<file path="src/rtl/alarm_clock_gen2_if.sv">
// Switch and display bundle for alarm_clock_gen2.
// The slave side (clock core) receives the three raw push-buttons and drives
// the time, alarm, mode and buzzer signals. The master side is the board or
// bench: it drives the buttons and observes everything else.
//   switch_1/2/3   raw active-high buttons (mode/dismiss, increment, alarm/snooze)
//   hours/minutes/seconds           current time
//   disp_hours/pm                   hour as shown on the display, pm flag
//   alarm_hours/alarm_minutes/alarm_en  alarm setting and arm state
//   mode                            0 RUN .. 4 ALM_MIN
//   buzzer                          high while ringing
interface alarm_clock_gen2_if;
  logic       switch_1;
  logic       switch_2;
  logic       switch_3;
  logic [4:0] hours;
  logic [5:0] minutes;
  logic [5:0] seconds;
  logic [4:0] disp_hours;
  logic       pm;
  logic [4:0] alarm_hours;
  logic [5:0] alarm_minutes;
  logic       alarm_en;
  logic [2:0] mode;
  logic       buzzer;

  modport master (
    output switch_1, switch_2, switch_3,
    input  hours, minutes, seconds, disp_hours, pm,
    input  alarm_hours, alarm_minutes, alarm_en, mode, buzzer
  );

  modport slave (
    input  switch_1, switch_2, switch_3,
    output hours, minutes, seconds, disp_hours, pm,
    output alarm_hours, alarm_minutes, alarm_en, mode, buzzer
  );
endinterface

</file>
<file path="src/rtl/alarm_clock_gen2.sv">
// Digital clock with alarm, setting modes, 12/24-hour display, snooze and
// dismiss.
// Ports:
//   clk   system clock, TICKS_PER_SEC cycles per second
//   rst   asynchronous active-high reset
//   bus   alarm_clock_gen2_if.slave: raw buttons in; time, display, alarm,
//         mode and buzzer out
// Each button passes a 2-FF synchroniser and a debouncer; an accepted 0->1
// level change yields a one-cycle press pulse that the mode FSM acts on in
// the following cycle.
module alarm_clock_gen2 #(
  parameter int unsigned TICKS_PER_SEC   = 50_000_000,
  parameter int unsigned DEBOUNCE_CYCLES = 1_000_000,
  parameter int unsigned BUZZ_SECONDS    = 60,
  parameter int unsigned SNOOZE_MINUTES  = 5,
  parameter bit          HOUR_MODE_24    = 1'b1
) (
  input logic              clk,
  input logic              rst,
  alarm_clock_gen2_if.slave bus
);

  localparam int unsigned     TW          = $clog2(TICKS_PER_SEC);
  localparam int unsigned     DW          = $clog2(DEBOUNCE_CYCLES + 1);
  localparam longint unsigned RING_CYCLES = longint'(BUZZ_SECONDS) * longint'(TICKS_PER_SEC);
  localparam int unsigned     RW          = $clog2(RING_CYCLES);

  typedef enum logic [2:0] {
    RUN      = 3'd0,
    SET_HOUR = 3'd1,
    SET_MIN  = 3'd2,
    ALM_HOUR = 3'd3,
    ALM_MIN  = 3'd4
  } mode_t;

  // ---------------------------------------------------------------- switches
  logic [2:0]    raw;
  logic [2:0]    sync1;
  logic [2:0]    sync2;
  logic [2:0]    level;
  logic [2:0]    press;
  logic [DW-1:0] db_cnt [3];

  assign raw = {bus.switch_3, bus.switch_2, bus.switch_1};

  // db_cnt counts consecutive samples that disagree with the accepted level;
  // any agreeing sample restarts the count.
  always_ff @(posedge clk or posedge rst) begin
    if (rst) begin
      sync1 <= '0;
      sync2 <= '0;
      level <= '0;
      press <= '0;
      for (int unsigned i = 0; i < 3; i++) db_cnt[i] <= '0;
    end else begin
      sync1 <= raw;
      sync2 <= sync1;
      for (int unsigned i = 0; i < 3; i++) begin
        press[i] <= 1'b0;
        if (sync2[i] == level[i]) begin
          db_cnt[i] <= '0;
        end else if (db_cnt[i] == DW'(DEBOUNCE_CYCLES - 1)) begin
          level[i]  <= sync2[i];
          db_cnt[i] <= '0;
          press[i]  <= sync2[i];
        end else begin
          db_cnt[i] <= db_cnt[i] + DW'(1);
        end
      end
    end
  end

  logic p1, p2, p3;
  assign p1 = press[0];
  assign p2 = press[1];
  assign p3 = press[2];

  // ------------------------------------------------------------- core state
  mode_t         state;
  logic [TW-1:0] tick;
  logic [4:0]    hours;
  logic [5:0]    minutes;
  logic [5:0]    seconds;
  logic [4:0]    alarm_h;
  logic [5:0]    alarm_m;
  logic          alarm_en;
  logic          buzzer;
  logic [RW-1:0] ring_cnt;
  logic          snz_pend;
  logic [4:0]    snz_h;
  logic [5:0]    snz_m;

  function automatic logic [4:0] inc_hour(input logic [4:0] h);
    return (h == 5'd23) ? 5'd0 : h + 5'd1;
  endfunction

  function automatic logic [5:0] inc_min(input logic [5:0] m);
    return (m == 6'd59) ? 6'd0 : m + 6'd1;
  endfunction

  logic       running;
  logic       sec_tick;
  logic [5:0] nxt_s;
  logic [5:0] nxt_m;
  logic [4:0] nxt_h;
  logic [6:0] snz_sum;
  logic [5:0] snz_m_new;
  logic [4:0] snz_h_new;
  logic       snooze_hit;
  logic       alarm_hit;

  assign running  = (state != SET_HOUR) && (state != SET_MIN);
  assign sec_tick = running && (tick == TW'(TICKS_PER_SEC - 1));

  always_comb begin
    nxt_s = inc_min(seconds);
    nxt_m = minutes;
    nxt_h = hours;
    if (seconds == 6'd59) begin
      nxt_m = inc_min(minutes);
      if (minutes == 6'd59) nxt_h = inc_hour(hours);
    end
  end

  // Snooze target is the current hh:mm plus SNOOZE_MINUTES, wrapping hours.
  always_comb begin
    snz_sum   = {1'b0, minutes} + 7'(SNOOZE_MINUTES);
    snz_m_new = snz_sum[5:0];
    snz_h_new = hours;
    if (snz_sum >= 7'd60) begin
      snz_m_new = 6'(snz_sum - 7'd60);
      snz_h_new = inc_hour(hours);
    end
  end

  // Triggers look at the time that this sec_tick is about to load.
  assign snooze_hit = snz_pend && (nxt_h == snz_h) && (nxt_m == snz_m);
  assign alarm_hit  = (state == RUN) && alarm_en && sec_tick && (nxt_s == 6'd0) &&
                      (((nxt_h == alarm_h) && (nxt_m == alarm_m)) || snooze_hit);

  // Later assignments take priority: timekeeping, then ring countdown, then
  // alarm trigger, then button actions (which may cancel a same-cycle ring).
  always_ff @(posedge clk or posedge rst) begin
    if (rst) begin
      state    <= RUN;
      tick     <= '0;
      hours    <= '0;
      minutes  <= '0;
      seconds  <= '0;
      alarm_h  <= '0;
      alarm_m  <= '0;
      alarm_en <= 1'b0;
      buzzer   <= 1'b0;
      ring_cnt <= '0;
      snz_pend <= 1'b0;
      snz_h    <= '0;
      snz_m    <= '0;
    end else begin
      if (running) begin
        if (sec_tick) begin
          tick    <= '0;
          seconds <= nxt_s;
          minutes <= nxt_m;
          hours   <= nxt_h;
        end else begin
          tick <= tick + TW'(1);
        end
      end

      if (buzzer) begin
        if (ring_cnt == RW'(RING_CYCLES - 1)) buzzer <= 1'b0;
        else ring_cnt <= ring_cnt + RW'(1);
      end

      if (alarm_hit) begin
        buzzer   <= 1'b1;
        ring_cnt <= '0;
        if (snooze_hit) snz_pend <= 1'b0;
      end

      case (state)
        RUN: begin
          if (buzzer) begin
            if (p1) begin
              buzzer   <= 1'b0;
              snz_pend <= 1'b0;
            end else if (p3) begin
              buzzer   <= 1'b0;
              snz_pend <= 1'b1;
              snz_h    <= snz_h_new;
              snz_m    <= snz_m_new;
            end
          end else if (p1) begin
            state   <= SET_HOUR;
            seconds <= '0;
            tick    <= '0;
            buzzer  <= 1'b0;
          end else if (p3) begin
            alarm_en <= ~alarm_en;
            if (alarm_en) snz_pend <= 1'b0;
          end
        end
        SET_HOUR: begin
          if (p1) state <= SET_MIN;
          else if (p2) hours <= inc_hour(hours);
        end
        SET_MIN: begin
          if (p1) state <= ALM_HOUR;
          else if (p2) minutes <= inc_min(minutes);
        end
        ALM_HOUR: begin
          if (p1) state <= ALM_MIN;
          else if (p2) alarm_h <= inc_hour(alarm_h);
        end
        ALM_MIN: begin
          if (p1) state <= RUN;
          else if (p2) alarm_m <= inc_min(alarm_m);
        end
        default: state <= RUN;
      endcase
    end
  end

  // ---------------------------------------------------------------- outputs
  logic [4:0] disp;

  always_comb begin
    disp = hours;
    if (!HOUR_MODE_24) begin
      if (hours == 5'd0)      disp = 5'd12;
      else if (hours > 5'd12) disp = hours - 5'd12;
    end
  end

  assign bus.hours         = hours;
  assign bus.minutes       = minutes;
  assign bus.seconds       = seconds;
  assign bus.disp_hours    = disp;
  assign bus.pm            = (hours >= 5'd12);
  assign bus.alarm_hours   = alarm_h;
  assign bus.alarm_minutes = alarm_m;
  assign bus.alarm_en      = alarm_en;
  assign bus.mode          = state;
  assign bus.buzzer        = buzzer;

endmodule
</file>
<file path="src/flat_wrapper.sv">
// flat-port wrapper written by rule: the top's interface ports become plain ports
module alarm_clock_gen2_flat 
#(
  parameter int unsigned TICKS_PER_SEC   = 50_000_000,
  parameter int unsigned DEBOUNCE_CYCLES = 1_000_000,
  parameter int unsigned BUZZ_SECONDS    = 60,
  parameter int unsigned SNOOZE_MINUTES  = 5,
  parameter bit          HOUR_MODE_24    = 1'b1
)
  (clk, rst, bus_switch_1, bus_switch_2, bus_switch_3, bus_hours, bus_minutes, bus_seconds, bus_disp_hours, bus_pm, bus_alarm_hours, bus_alarm_minutes, bus_alarm_en, bus_mode, bus_buzzer);
  alarm_clock_gen2_if bus_i ();
  input logic clk;
  input logic rst;
  input wire logic [$bits(bus_i.switch_1)-1:0] bus_switch_1;
  input wire logic [$bits(bus_i.switch_2)-1:0] bus_switch_2;
  input wire logic [$bits(bus_i.switch_3)-1:0] bus_switch_3;
  output wire logic [$bits(bus_i.hours)-1:0] bus_hours;
  output wire logic [$bits(bus_i.minutes)-1:0] bus_minutes;
  output wire logic [$bits(bus_i.seconds)-1:0] bus_seconds;
  output wire logic [$bits(bus_i.disp_hours)-1:0] bus_disp_hours;
  output wire logic [$bits(bus_i.pm)-1:0] bus_pm;
  output wire logic [$bits(bus_i.alarm_hours)-1:0] bus_alarm_hours;
  output wire logic [$bits(bus_i.alarm_minutes)-1:0] bus_alarm_minutes;
  output wire logic [$bits(bus_i.alarm_en)-1:0] bus_alarm_en;
  output wire logic [$bits(bus_i.mode)-1:0] bus_mode;
  output wire logic [$bits(bus_i.buzzer)-1:0] bus_buzzer;
  assign bus_i.switch_1 = bus_switch_1;
  assign bus_i.switch_2 = bus_switch_2;
  assign bus_i.switch_3 = bus_switch_3;
  assign bus_hours = bus_i.hours;
  assign bus_minutes = bus_i.minutes;
  assign bus_seconds = bus_i.seconds;
  assign bus_disp_hours = bus_i.disp_hours;
  assign bus_pm = bus_i.pm;
  assign bus_alarm_hours = bus_i.alarm_hours;
  assign bus_alarm_minutes = bus_i.alarm_minutes;
  assign bus_alarm_en = bus_i.alarm_en;
  assign bus_mode = bus_i.mode;
  assign bus_buzzer = bus_i.buzzer;
  alarm_clock_gen2 #(.TICKS_PER_SEC(TICKS_PER_SEC), .DEBOUNCE_CYCLES(DEBOUNCE_CYCLES), .BUZZ_SECONDS(BUZZ_SECONDS), .SNOOZE_MINUTES(SNOOZE_MINUTES), .HOUR_MODE_24(HOUR_MODE_24)) u_core (.clk(clk), .rst(rst), .bus(bus_i));
endmodule
</file>
<file path="config.mk">
export PLATFORM = sky130hd
export DESIGN_NAME = alarm_clock_gen2_flat
export DESIGN_NICKNAME = d
export VERILOG_FILES = /design/src/rtl/alarm_clock_gen2_if.sv /design/src/rtl/alarm_clock_gen2.sv /design/src/flat_wrapper.sv
export SDC_FILE = /design/constraint.sdc
export NUM_CORES = 1
export LEC_CHECK = 0
export CORE_MARGIN = 8
export CORE_UTILIZATION = 66
export CTS_CLUSTER_SIZE = 10
export DETAILED_ROUTE_END_ITERATION = 7
export PLACE_DENSITY = 0.94
export SETUP_SLACK_MARGIN = 0.5
export SYNTH_ARGS = -nofsm -noshare
export SYNTH_HDL_FRONTEND = slang
export SYNTH_SLANG_ARGS = --single-unit
export TNS_END_PERCENT = 20
</file>
<file path="constraint.sdc">
create_clock -name clk -period 14 [get_ports clk]
set_input_delay 3.5 -clock clk [delete_from_list [all_inputs] [get_ports clk]]
set_output_delay 3.5 -clock clk [all_outputs]
set_load 0.01 [all_outputs]
</file>
==> After elaboration in Yosys (flattened, before gate mapping) <==
Index checks and enable logic that the tools add are counted.
{ "op_classes": {"mux": 69, "reduce_logical": 22, "div": 0, "shift": 0, "n_mul": 0, "n_lt_le_gt_ge": 2, "eq_ne": 30, "bitwise": 6, "addsub": 12} }
{ "op_table": {"columns": ["op", "n"], "rows": [
  ["2-to-1 mux 26 bit", 5],
  ["2-to-1 mux 20 bit", 6],
  ["2-to-1 mux 32 bit", 3],
  ["2-to-1 mux 6 bit", 15],
  ["adder 20 x 1 -> 20 bit, second input constant", 3],
  ["equality test 20 bit, second input constant", 3],
  ["2-to-1 mux 5 bit", 10],
  ["adder 32 x 1 -> 32 bit, second input constant", 1],
  ["equality test 32 bit, second input constant", 1],
  ["adder 26 x 1 -> 26 bit, second input constant", 1],
  ["equality test 26 bit, second input constant", 1],
  ["2-to-1 mux 1 bit", 23],
  ["adder 6 x 1 -> 6 bit, second input constant", 3],
  ["equality test 6 bit, second input constant", 3],
  ["2-to-1 mux 3 bit", 6],
  ["case mux 3 bit (5 select lines)", 1],
  ["equality test 6 bit", 2],
  ["!= test 2 x 1 -> 1 bit, second input constant", 6],
  ["adder 5 x 1 -> 5 bit, second input constant", 2],
  ["equality test 5 bit", 2],
  ["equality test 5 bit, second input constant", 2],
  ["logical AND 1 bit", 9],
  ["AND reduction 2 bit", 4],
  ["AND reduction 4 bit", 2],
  ["other kinds (18)", 27]
]} }
{ "word_totals": {"latchBits": 0, "n_memories": 0, "regBits": 175, "ramBits": 0, "word_cells": 163, "mem_bits_ro": 0, "out_inout_bits": 39, "in_bits": 5} }

==> Depth between registers and ports, before layout <==
Gate-level depths: netlist of run 1.
{ "depth": {"ltp_word": 15, "mapped_depth": 13, "ltp_nobuf": 10} }

==> Worst setup path after synthesis of run 1 <==
Ideal clock, no wire load.
{ "synth_path": {"path_kind": "reg2out", "startpoint": "reg u_core.hours[2], in the netlist u_core.bus.disp_hours[2]", "endpoint": "out bus_pm", "stages_incl_launch_ff": 3, "t_required_ps": 10500, "path_buffers": 1, "slack_ps": 9690, "arrival_time_ps": 810, "cell_sequence": "dfrtp_1 -> buf_2 -> a21o_1"} }
{ "synth_between": {"elab_chain_cells": 1} }
{ "synth_lines": {"columns": ["element", "line", "rtl"], "rows": [
  ["start: declaration", "alarm_clock_gen2.sv:81", "logic [4:0] hours;"],
  ["start signal: assignment", "alarm_clock_gen2.sv:164", "hours <= nxt_h;"],
  ["start signal: assignment", "alarm_clock_gen2.sv:205", "else if (p2) hours <= inc_hour(hours);"],
  [">= comparator 5 x 4 -> 1 bit", "alarm_clock_gen2.sv:239", "assign bus.pm = (hours >= 5'd12);"],
  ["end: declaration", "flat_wrapper.sv:21", "output wire logic [$bits(bus_i.pm)-1:0] bus_pm;"]
]} }
No other way between the ends.

==> Final worst setup path of run 1 <==
{ "layout_path": {"startpoint": "reg u_core.minutes[2], in the netlist u_core.bus.minutes[2]", "endpoint": "out bus_minutes[2]"} }
{ "layout_rtl": {"columns": ["element", "line", "rtl"], "rows": [
  ["start: declaration", "alarm_clock_gen2.sv:82", "logic [5:0] minutes;"],
  ["start signal: assignment", "alarm_clock_gen2.sv:163", "minutes <= nxt_m;"],
  ["start signal: assignment", "alarm_clock_gen2.sv:209", "else if (p2) minutes <= inc_min(minutes);"],
  ["end: declaration", "flat_wrapper.sv:18", "output wire logic [$bits(bus_i.minutes)-1:0] bus_minutes;"]
]} }
No word-level cell between the ends.

==> flow_summary_export.csv, run 1 <==
group,metric,value,unit
clocking,htreeDepth,4,
clocking,cts.sinks,175,
logic_synthesis,syn_area_per_cell,9.66,µm²
logic_synthesis,synth_top_family_by_area,"simple AND/OR/NAND/NOR gates",
detailed_routing,drt_wl_total,20.9,mm
logic_synthesis,synth-compound-area-share,0.0846,
timing,hold_violations,0,
final_layout,nets,1037,
global_routing,grt_pass1_vias,7257,
worst_setup_path,path_class,"flip-flop to primary output",
worst_setup_path,crit_path_max_incr_delay,0.80,ns
logic_synthesis,synth_cells,1003,
logic_synthesis,synth_area,9690,µm²
detailed_routing,vias,7456,
run,drv_cap,0,
global_routing,grt_max_degree,121,
die,die_h,137,µm
logic_synthesis,async_flop_share,1.00,
timing,rsz0062_at_grt,"false",
worst_setup_path,reg2reg_slack,9.94,ns
logic_synthesis,muxShareOfSynthArea,0.0300,
clocking,cts_tree,"done",
worst_setup_path,critPathLaunchType,"flip-flop",
global_routing,grt_usage,0.233,
clocking,clkTransAtPathRegs,0.07,ns
timing,relSlewSlack,0.242,
die,dieWidth,137,µm
worst_setup_path,cp_top_family,"flip-flops",
timing,finClkSkew,0.00697,ns
clocking,clockBufferDepth,2,
logic_synthesis,synth-simple-area-share,0.260,
power_and_ir_drop,powerDensity,94.6,nW/µm²
logic_synthesis,yosys-top-cells-area,"dfrtp_1 45%, xor2_1 7.1%, xnor2_1 4.9%",
power_and_ir_drop,p_leak,4.73,nW
clocking,insertion_delay,0.44,ns
timing,slew_viol_final,0,
placed_design,place_ws,8.42,ns
logic_synthesis,synth-main-ff-cell,"dfrtp_1",
placed_design,hpwlAfterDp,13.9,mm
worst_setup_path,slowest_stage,"dfrtp_1",
die,core_region_area,14400,µm²
timing,setup_violations,0,
detailed_routing,wl_per_cell,17.1,µm
timing,min_period_over_period,0.386,
worst_setup_path,crit_required,10.50,ns
logic_synthesis,synth_enable_flop_cells,0,
logic_synthesis,ys_warn_count,0,
timing,whs,0.351,ns
timing,worstMarginPinSlew,1.13,ns
final_layout,drive_above_1_share,0.0940,
timing,min_period,5.41,ns
clocking,cts-buffers-inserted,17,
final_layout,postLayoutCoreUtil,0.743,
worst_setup_path,crit_arrival,1.91,ns
final_layout,area_growth,10.5,%
global_routing,grt_overflow,0,
die,start_util,0.672,
detailed_routing,viasPerCell,6.13,
power_and_ir_drop,power,1.01,mW
die,rows,44,
global_routing,antenna_found_initial,0,
detailed_routing,ant_nets,0,
placed_design,gp_congestion,0.917,
detailed_routing,drt_pass1_iterations,5,
worst_setup_path,end_kind,"primary output",
die,die-area,18800,µm²
logic_synthesis,yosys.area.top_type_share,0.452,
worst_setup_path,critPathBufInv,1,
clocking,cts_root_buffer,"clkbuf_16",
placed_design,port_buffers,43,
detailed_routing,drtIter0Drc,660,
logic_synthesis,synth_top_cell_by_area,"dfrtp_1",
logic_synthesis,yosys_register_bits,175,
timing,setup_ws,8.59,ns
timing,max_freq,185,MHz
power_and_ir_drop,ir_drop,98.5,µV
logic_synthesis,syn_nets,1021,
final_layout,antennaDiodeCount,0,
hold_path,min_path_type,"flip-flop to flip-flop",
worst_setup_path,crit_chain,"clkdlybuf4s50_1",
worst_setup_path,crit_fanout,19,
die,ioPinCount,44,
logic_synthesis,yosysUniqueCellTypes,71,
final_layout,fill_cells,963,
logic_synthesis,ys_seq_area_frac,0.452,
logic_synthesis,synth-xor-area-share,0.119,
global_routing,grt_pass1_wl,35.1,mm
logic_synthesis,synthAdderAreaFrac,0.0168,
clocking,cts_hold_buf,0,
clocking,cts_setup_buffers,0,
clocking,cts.repair.resized,0,
detailed_routing,drc_errors,0,
status,status,"finished, final reports clean",
timing,fin_setup_tns,0,ns
flip-flops by register name (all words and copies together), names as in the netlist:
name and cells:
u_core.sync2 3, u_core.level 3, u_core.bus.alarm_minutes 6, u_core.db_cnt 60, u_core.ring_cnt 32, u_core.bus.alarm_hours 5
u_core.snz_h 5, u_core.bus.seconds 6, u_core.bus.minutes 6, u_core.tick 26, u_core.snz_m 6, u_core.press 3
u_core.bus.buzzer 1, u_core.snz_pend 1, u_core.bus.alarm_en 1, u_core.sync1 3, u_core.bus.disp_hours 5, u_core.bus.mode 3
kinds of logic after synthesis:
logic type               Yosys count
AO/OA/AOI/OAI                    129
XOR/XNOR                         132
adder cells (fa/ha/maj)           13
buffers and inverters             73
flip-flops                       175
multiplexers                      25
AND/OR/NAND/NOR                  456
area by class of cell:
cell class                 count  area, µm²  area share
sequential                   175       4380       0.409
multi-input combinational    755       4960       0.463
timing repair buffer          46        453      0.0423
inverter                      24       95.1     0.00888
tap                          184        230      0.0215
clock buffer                  19        443      0.0414
clock inverter                13        153      0.0143
routing by layer:
metal | share of wire | track usage | wire length [µm]
met4 | 0.020 | 0.0833 | 415
met2 | 0.49 | 0.388 | 10300
met5 | 0 | 0 | 0
met1 | 0.42 | 0.288 | 8860
met3 | 0.062 | 0.0598 | 1280
per-stage QoR:
step           instance area [µm²]  instances
3_5_place_dp                 10100       1184
2_1_floorplan                 9690       1003
4_1_cts                      10700       1216
6_report                     10700       1216
3_3_place_gp                 10100       1184
5_1_grt                      10700       1216
path summary, 6_finish.rpt:
kind / start / end / depth (start not counted)
worst max-delay path: u_core.bus.minutes[2] / bus_minutes[2] / 1
worst min-delay path: u_core.sync1[2] / u_core.sync2[2] / 0
worst max register to register: u_core.bus.minutes[0] / u_core.ring_cnt[27] / 9
worst min register to register: u_core.sync1[2] / u_core.sync2[2] / 0
max in group asynchronous: rst / u_core.snz_m[3] / 3
min in group asynchronous: rst / u_core.sync2[2] / 2
cells in the final DEF (no fill, tap or decap), types with 23 or more instances in the layout:
cell	synthesis	layout
nand2_1	93	93
o21ai_0	38	38
clkdlybuf4s50_1	0	43
nand3_1	48	48
nor2_1	120	120
xor2_1	78	78
a21oi_1	31	31
and3_1	25	25
nor3_2	30	30
xnor2_1	54	54
inv_1	24	23
nand4_1	24	24
dfrtp_1	175	175
power by group:
part | switching (mW) | internal (mW) | total, mW
sequential | 0.00261 | 0.508 | 0.511
clock | 0.212 | 0.273 | 0.485
combinational | 0.0138 | 0.00349 | 0.0173
total | 0.229 | 0.784 | 1.01
cell usage after synthesis (4+ instances only):
cell type	count
and3_1	25
ha_1	13
nor2b_1	8
xor2_1	78
nor3b_1	5
o22ai_1	4
mux2i_1	11
a21o_1	4
o21ai_0	38
inv_1	24
a21oi_1	31
clkbuf_1	23
xnor2_1	54
and4b_1	4
nor3_2	30
nor2_1	120
nand2b_1	13
o31ai_1	4
o21ai_1	4
nor4_1	11
or2_2	4
buf_4	6
o2111ai_1	5
or3_1	14
and2_1	8
nand3b_1	4
nor3_1	14
nand3_1	48
nor4b_1	6
buf_6	6
a31oi_1	10
nand4_1	24
mux2_2	11
dfrtp_1	175
nand2_1	93
and4_1	5
o211ai_1	4
buf_2	14
Power figures use the tool's default switching activity.
==> run 2, diff against run 1 <==
CORE_UTILIZATION = 55   (was 66)
PLACE_DENSITY = 0.84   (was 0.94)
clock period = 4.73 ns   (was 14 ns; I/O delays follow)
==> run 2 against run 1 <==
Register-to-register slack lost 9.1 ns. Core utilization shrank 12 points. Combinational power grew to 3.1 times the previous value. First-iteration DRC count shrank 11%. Cell count grew 3.6%. Non-clock buffer count grew 3. Critical endpoint is now u_core.ring_cnt[27]. Highest routed layer unchanged.
==> flow_summary_export.csv, run 2 (synthesis gave the netlist of run 1 again) <==
group,metric,value,unit
detailed_routing,drtIter0Drc,588,
timing,min_period,3.88,ns
worst_setup_path,path_class,"flip-flop to flip-flop",
clocking,cts.sinks,175,
timing,min_period_over_period,0.820,
power_and_ir_drop,power,2.92,mW
die,start_util,0.562,
timing,hold_violations,0,
timing,slew_viol_final,0,
placed_design,dpl_cell_area,10200,µm²
die,ioPinCount,44,
final_layout,area_growth,11.2,%
die,core_region_area,17200,µm²
clocking,cts-buffers-inserted,17,
final_layout,reg_top3,"u_core.db_cnt (60), u_core.ring_cnt (32), u_core.tick (26)",
worst_setup_path,crit_arrival,4.17,ns
worst_setup_path,critPathLaunchType,"flip-flop",
detailed_routing,drc_errors,0,
placed_design,gp_congestion,0.865,
final_layout,drive_above_1_share,0.0976,
timing,worstMarginPinSlew,0.819,ns
timing,max_freq,258,MHz
timing,finClkSkew,0.0120,ns
clocking,cts_root_buffer,"clkbuf_16",
clocking,htreeDepth,4,
global_routing,grt_max_degree,121,
clocking,cts_setup_buffers,0,
clocking,cts_tree,"done",
final_layout,largest_reg_flops,60,
detailed_routing,ant_nets,0,
clocking,cts_hold_buf,0,
detailed_routing,drt_pass1_iterations,6,
worst_setup_path,end_kind,"flip-flop",
detailed_routing,wl_per_cell,15.7,µm
global_routing,grt_pass1_vias,7071,
global_routing,antenna_found_initial,0,
global_routing,grt_overflow,0,
final_layout,nets,1040,
worst_setup_path,crit_fanout,32,
status,status,"finished, final reports clean",
die,die_h,149,µm
global_routing,grt_pass1_wl,33.6,mm
clocking,insertion_delay,0.44,ns
die,die-area,22100,µm²
detailed_routing,drt_wl_total,19.8,mm
hold_path,min_path_type,"flip-flop to flip-flop",
final_layout,final_cell_mix,"175 x dfrtp_1, 120 x nor2_1, 93 x nand2_1",
final_layout,antennaDiodeCount,0,
die,dieWidth,149,µm
final_layout,final_common_cell,"dfrtp_1",
power_and_ir_drop,powerDensity,271,nW/µm²
timing,relSlewSlack,0.449,
clocking,clkTransAtPathRegs,0.07,ns
worst_setup_path,crit_required,5.02,ns
clocking,cts.repair.resized,0,
final_layout,largest_register,"u_core.db_cnt",
final_layout,design_area,10800,µm²
timing,fin_setup_tns,0,ns
clocking,clockBufferDepth,2,
die,rows,48,
timing,setup_violations,0,
detailed_routing,viasPerCell,5.80,
power_and_ir_drop,ir_drop,255,µV
power_and_ir_drop,p_leak,4.72,nW
run,drv_cap,0,
detailed_routing,vias,7306,
global_routing,grt_usage,0.184,
placed_design,port_buffers,43,
placed_design,hpwlAfterDp,13.3,mm
final_layout,postLayoutCoreUtil,0.625,
timing,rsz0062_at_grt,"false",
run 2: routing by layer:
metal	part of all wire	track usage	vias to the layer above	wire, µm
li1	-	-	3540	-
met1	0.44	0.238	3591	8720
met2	0.50	0.301	150	9870
met3	0.045	0.0367	25	883
met4	0.015	0.0722	0	300
met5	0	0	-	0
run 2: per-stage QoR:
step / setup slack (ns) / hold WS (ns) / std cells
detailed placement: 0.962 / 0.335 / 1228
floorplan: 1.31 / 0.331 / 1003
finish: 0.852 / 0.351 / 1260
global placement: 1.15 / 0.333 / 1228
global route: 0.628 / 0.373 / 1260
CTS: 0.878 / 0.351 / 1260
run 2: final cells by class:
class	instances	area [µm²]
Multi-Input combinational cell	755	4960
Tap cell	225	282
Sequential cell	175	4380
Fill cell	1366	6470
Inverter	24	93.8
Clock buffer	17	425
Timing Repair Buffer	49	488
Clock inverter	15	145
run 2: worst max-delay path, stage by stage, from the launching register on:
cell and delay [ns]:
dfrtp_1 0.51, ha_1 0.42, nand4_2 0.28, nor4_4 0.66
mux2i_1 0.31, o221ai_1 0.14, or4_4 0.54, nor4_4 0.25
buf_4 0.49, nor3_1 0.12
run 2: where the power goes:
part	switching, mW	internal, mW	leakage [nW]
clock	0.657	0.698	0.275
sequential	0.00654	1.50	2.41
combinational	0.0414	0.0121	2.04
total	0.705	2.21	4.72
run 2: worst paths after layout:
kind,depth (start not counted),endpoint,slack (ns),startpoint
max,9,u_core.ring_cnt[27],0.85,u_core.bus.minutes[1]
min,0,u_core.sync2[0],0.35,u_core.sync1[0]
max reg2reg,9,u_core.ring_cnt[27],0.85,u_core.bus.minutes[1]
min reg2reg,0,u_core.sync2[0],0.35,u_core.sync1[0]
max in group asynchronous,3,u_core.bus.alarm_minutes[5],2.67,rst
min in group asynchronous,2,u_core.sync1[2],1.10,rst
==> run 3, diff against run 2 <==
CORE_UTILIZATION = 61   (was 55)
PLACE_DENSITY = 0.88   (was 0.84)
clock period = 3.8 ns   (was 4.73 ns; I/O delays follow)
==> run 3 against run 2 <==
Sequential power up 25%. First-iteration DRC count down 8.5%. Worst hold slack better by 0.0077 ns. Sequential cell count unchanged. Critical endpoint is now u_core.ring_cnt[31]. Largest power group is now the clock network.
==> flow_summary_export.csv, run 3 (synthesis gave the netlist of run 1 again) <==
group,metric,value,unit
timing,slew_viol_final,0,
timing,setup_violations,0,
worst_setup_path,r2r_cells,11,
clocking,insertion_delay,0.43,ns
timing,min_period,3.13,ns
run,drv_cap,0,
detailed_routing,drc_errors,0,
worst_setup_path,crit_fanout,9,
die,ioPinCount,44,
detailed_routing,drtIter0Drc,538,
detailed_routing,ant_nets,0,
hold_path,min_path_type,"flip-flop to flip-flop",
timing,hold_violations,0,
die,die_h,142,µm
final_layout,design_area,11000,µm²
clocking,cts_tree,"done",
timing,max_freq,319,MHz
die,dieWidth,142,µm
detailed_routing,drt_pass1_iterations,5,
timing,fin_setup_tns,0,ns
worst_setup_path,crit_required,4.11,ns
final_layout,antennaDiodeCount,0,
final_layout,area_growth,13.3,%
final_layout,final_common_cell,"dfrtp_1",
worst_setup_path,crit_arrival,3.44,ns
timing,min_period_over_period,0.824,
placed_design,gp_congestion,0.907,
status,status,"finished, final reports clean",
clocking,clkTransAtPathRegs,0.06,ns
final_layout,nets,1052,
die,die-area,20200,µm²
die,start_util,0.617,
timing,worstMarginPinSlew,0.816,ns
timing,rsz0062_at_grt,"false",
worst_setup_path,critPathLaunchType,"flip-flop",
placed_design,hpwlAfterDp,14.1,mm
final_layout,largest_reg_flops,60,
timing,relSlewSlack,0.452,
power_and_ir_drop,p_leak,4.84,nW
clocking,htreeDepth,4,
hold_path,hold_depth,0,
global_routing,grt_pass1_vias,7351,
final_layout,largest_register,"u_core.db_cnt",
timing,whs,0.359,ns
placed_design,port_buffers,43,
detailed_routing,vias,7465,
worst_setup_path,path_class,"flip-flop to flip-flop",
global_routing,grt_overflow,0,
power_and_ir_drop,ir_drop,347,µV
detailed_routing,viasPerCell,5.91,
final_layout,final_cell_mix,"174 x dfrtp_1, 120 x nor2_1, 93 x nand2_1",
die,rows,46,
global_routing,grt_usage,0.211,
clocking,cts_root_buffer,"clkbuf_16",
clocking,cts_hold_buf,0,
clocking,cts-buffers-inserted,17,
worst_setup_path,end_kind,"flip-flop",
global_routing,antenna_found_initial,0,
power_and_ir_drop,powerDensity,351,nW/µm²
global_routing,grt_pass1_wl,34.8,mm
detailed_routing,wl_per_cell,16.6,µm
final_layout,drive_above_1_share,0.109,
clocking,clockBufferDepth,2,
detailed_routing,drt_wl_total,21.0,mm
global_routing,grt_max_degree,80,
final_layout,postLayoutCoreUtil,0.699,
clocking,cts.sinks,175,
die,core_region_area,15700,µm²
placed_design,dpl_cell_area,10200,µm²
timing,finClkSkew,0.00959,ns
final_layout,reg_top3,"u_core.db_cnt (60), u_core.ring_cnt (32), u_core.tick (26)",
run 3: cell count changes in the layout (fill, tap and decap cells not counted), sizes merged:
cell / change
buf: +10
clkbuf: +5
bufinv: +4
clkinv: -4
inv: -2
clkinvlp: -1
run 3: final cells by class:
type,count,area [µm²]
multi-input combinational,755,4970
fill,1105,4730
tap,216,270
clock buffer,20,447
inverter,24,93.8
sequential,175,4380
timing repair buffer,61,621
clock inverter,12,194
run 3: through the flow:
step | power (mW) | instances | setup slack, ns
after CTS | 3.88 | 1258 | 0.557
after floorplan | 1.96 | 1003 | 0.611
final | 3.85 | 1263 | 0.670
after detailed placement | 1.99 | 1224 | 0.322
after global placement | 1.98 | 1224 | 0.479
after global routing | 3.97 | 1263 | 0.523
run 3: repair_timing:
action,in CTS,in global routing
endpoints found under the setup margin,32,32
setup buffers,2,2
gates cloned,0,3
resized for setup,3,8
pin swaps,1,2
run 3: worst paths after layout:
path | slack, ns | endpoint | startpoint
worst max-delay path | 0.67 | u_core.ring_cnt[31] | u_core.bus.minutes[0]
worst min-delay path | 0.36 | u_core.sync2[1] | u_core.sync1[1]
worst max register to register | 0.67 | u_core.ring_cnt[31] | u_core.bus.minutes[0]
worst min register to register | 0.36 | u_core.sync2[1] | u_core.sync1[1]
max in group asynchronous | 2.01 | u_core.tick[16] | rst
min in group asynchronous | 0.95 | u_core.sync1[1] | rst
run 3: power by group:
part	switching (mW)	internal, mW
combinational	0.0528	0.0165
clock	0.762	1.14
sequential	0.00797	1.87
run 3: critical path, stage by stage, from the launching register on:
cell	delay (ns)
dfrtp_1	0.51
ha_4	0.24
nand4_2	0.23
nor4_4	0.31
buf_4	0.19
mux2i_1	0.23
o221ai_1	0.15
or4_4	0.55
nor4_4	0.16
buf_4	0.18
buf_4	0.21
nor3_2	0.06
run 3: layer usage:
metal	vias to the layer above	routed length (µm)	GRT usage
met4	0	630	0.0927
met5	-	0	0
met3	51	994	0.0429
met2	193	10400	0.356
met1	3668	9020	0.258
li1	3553	-	-
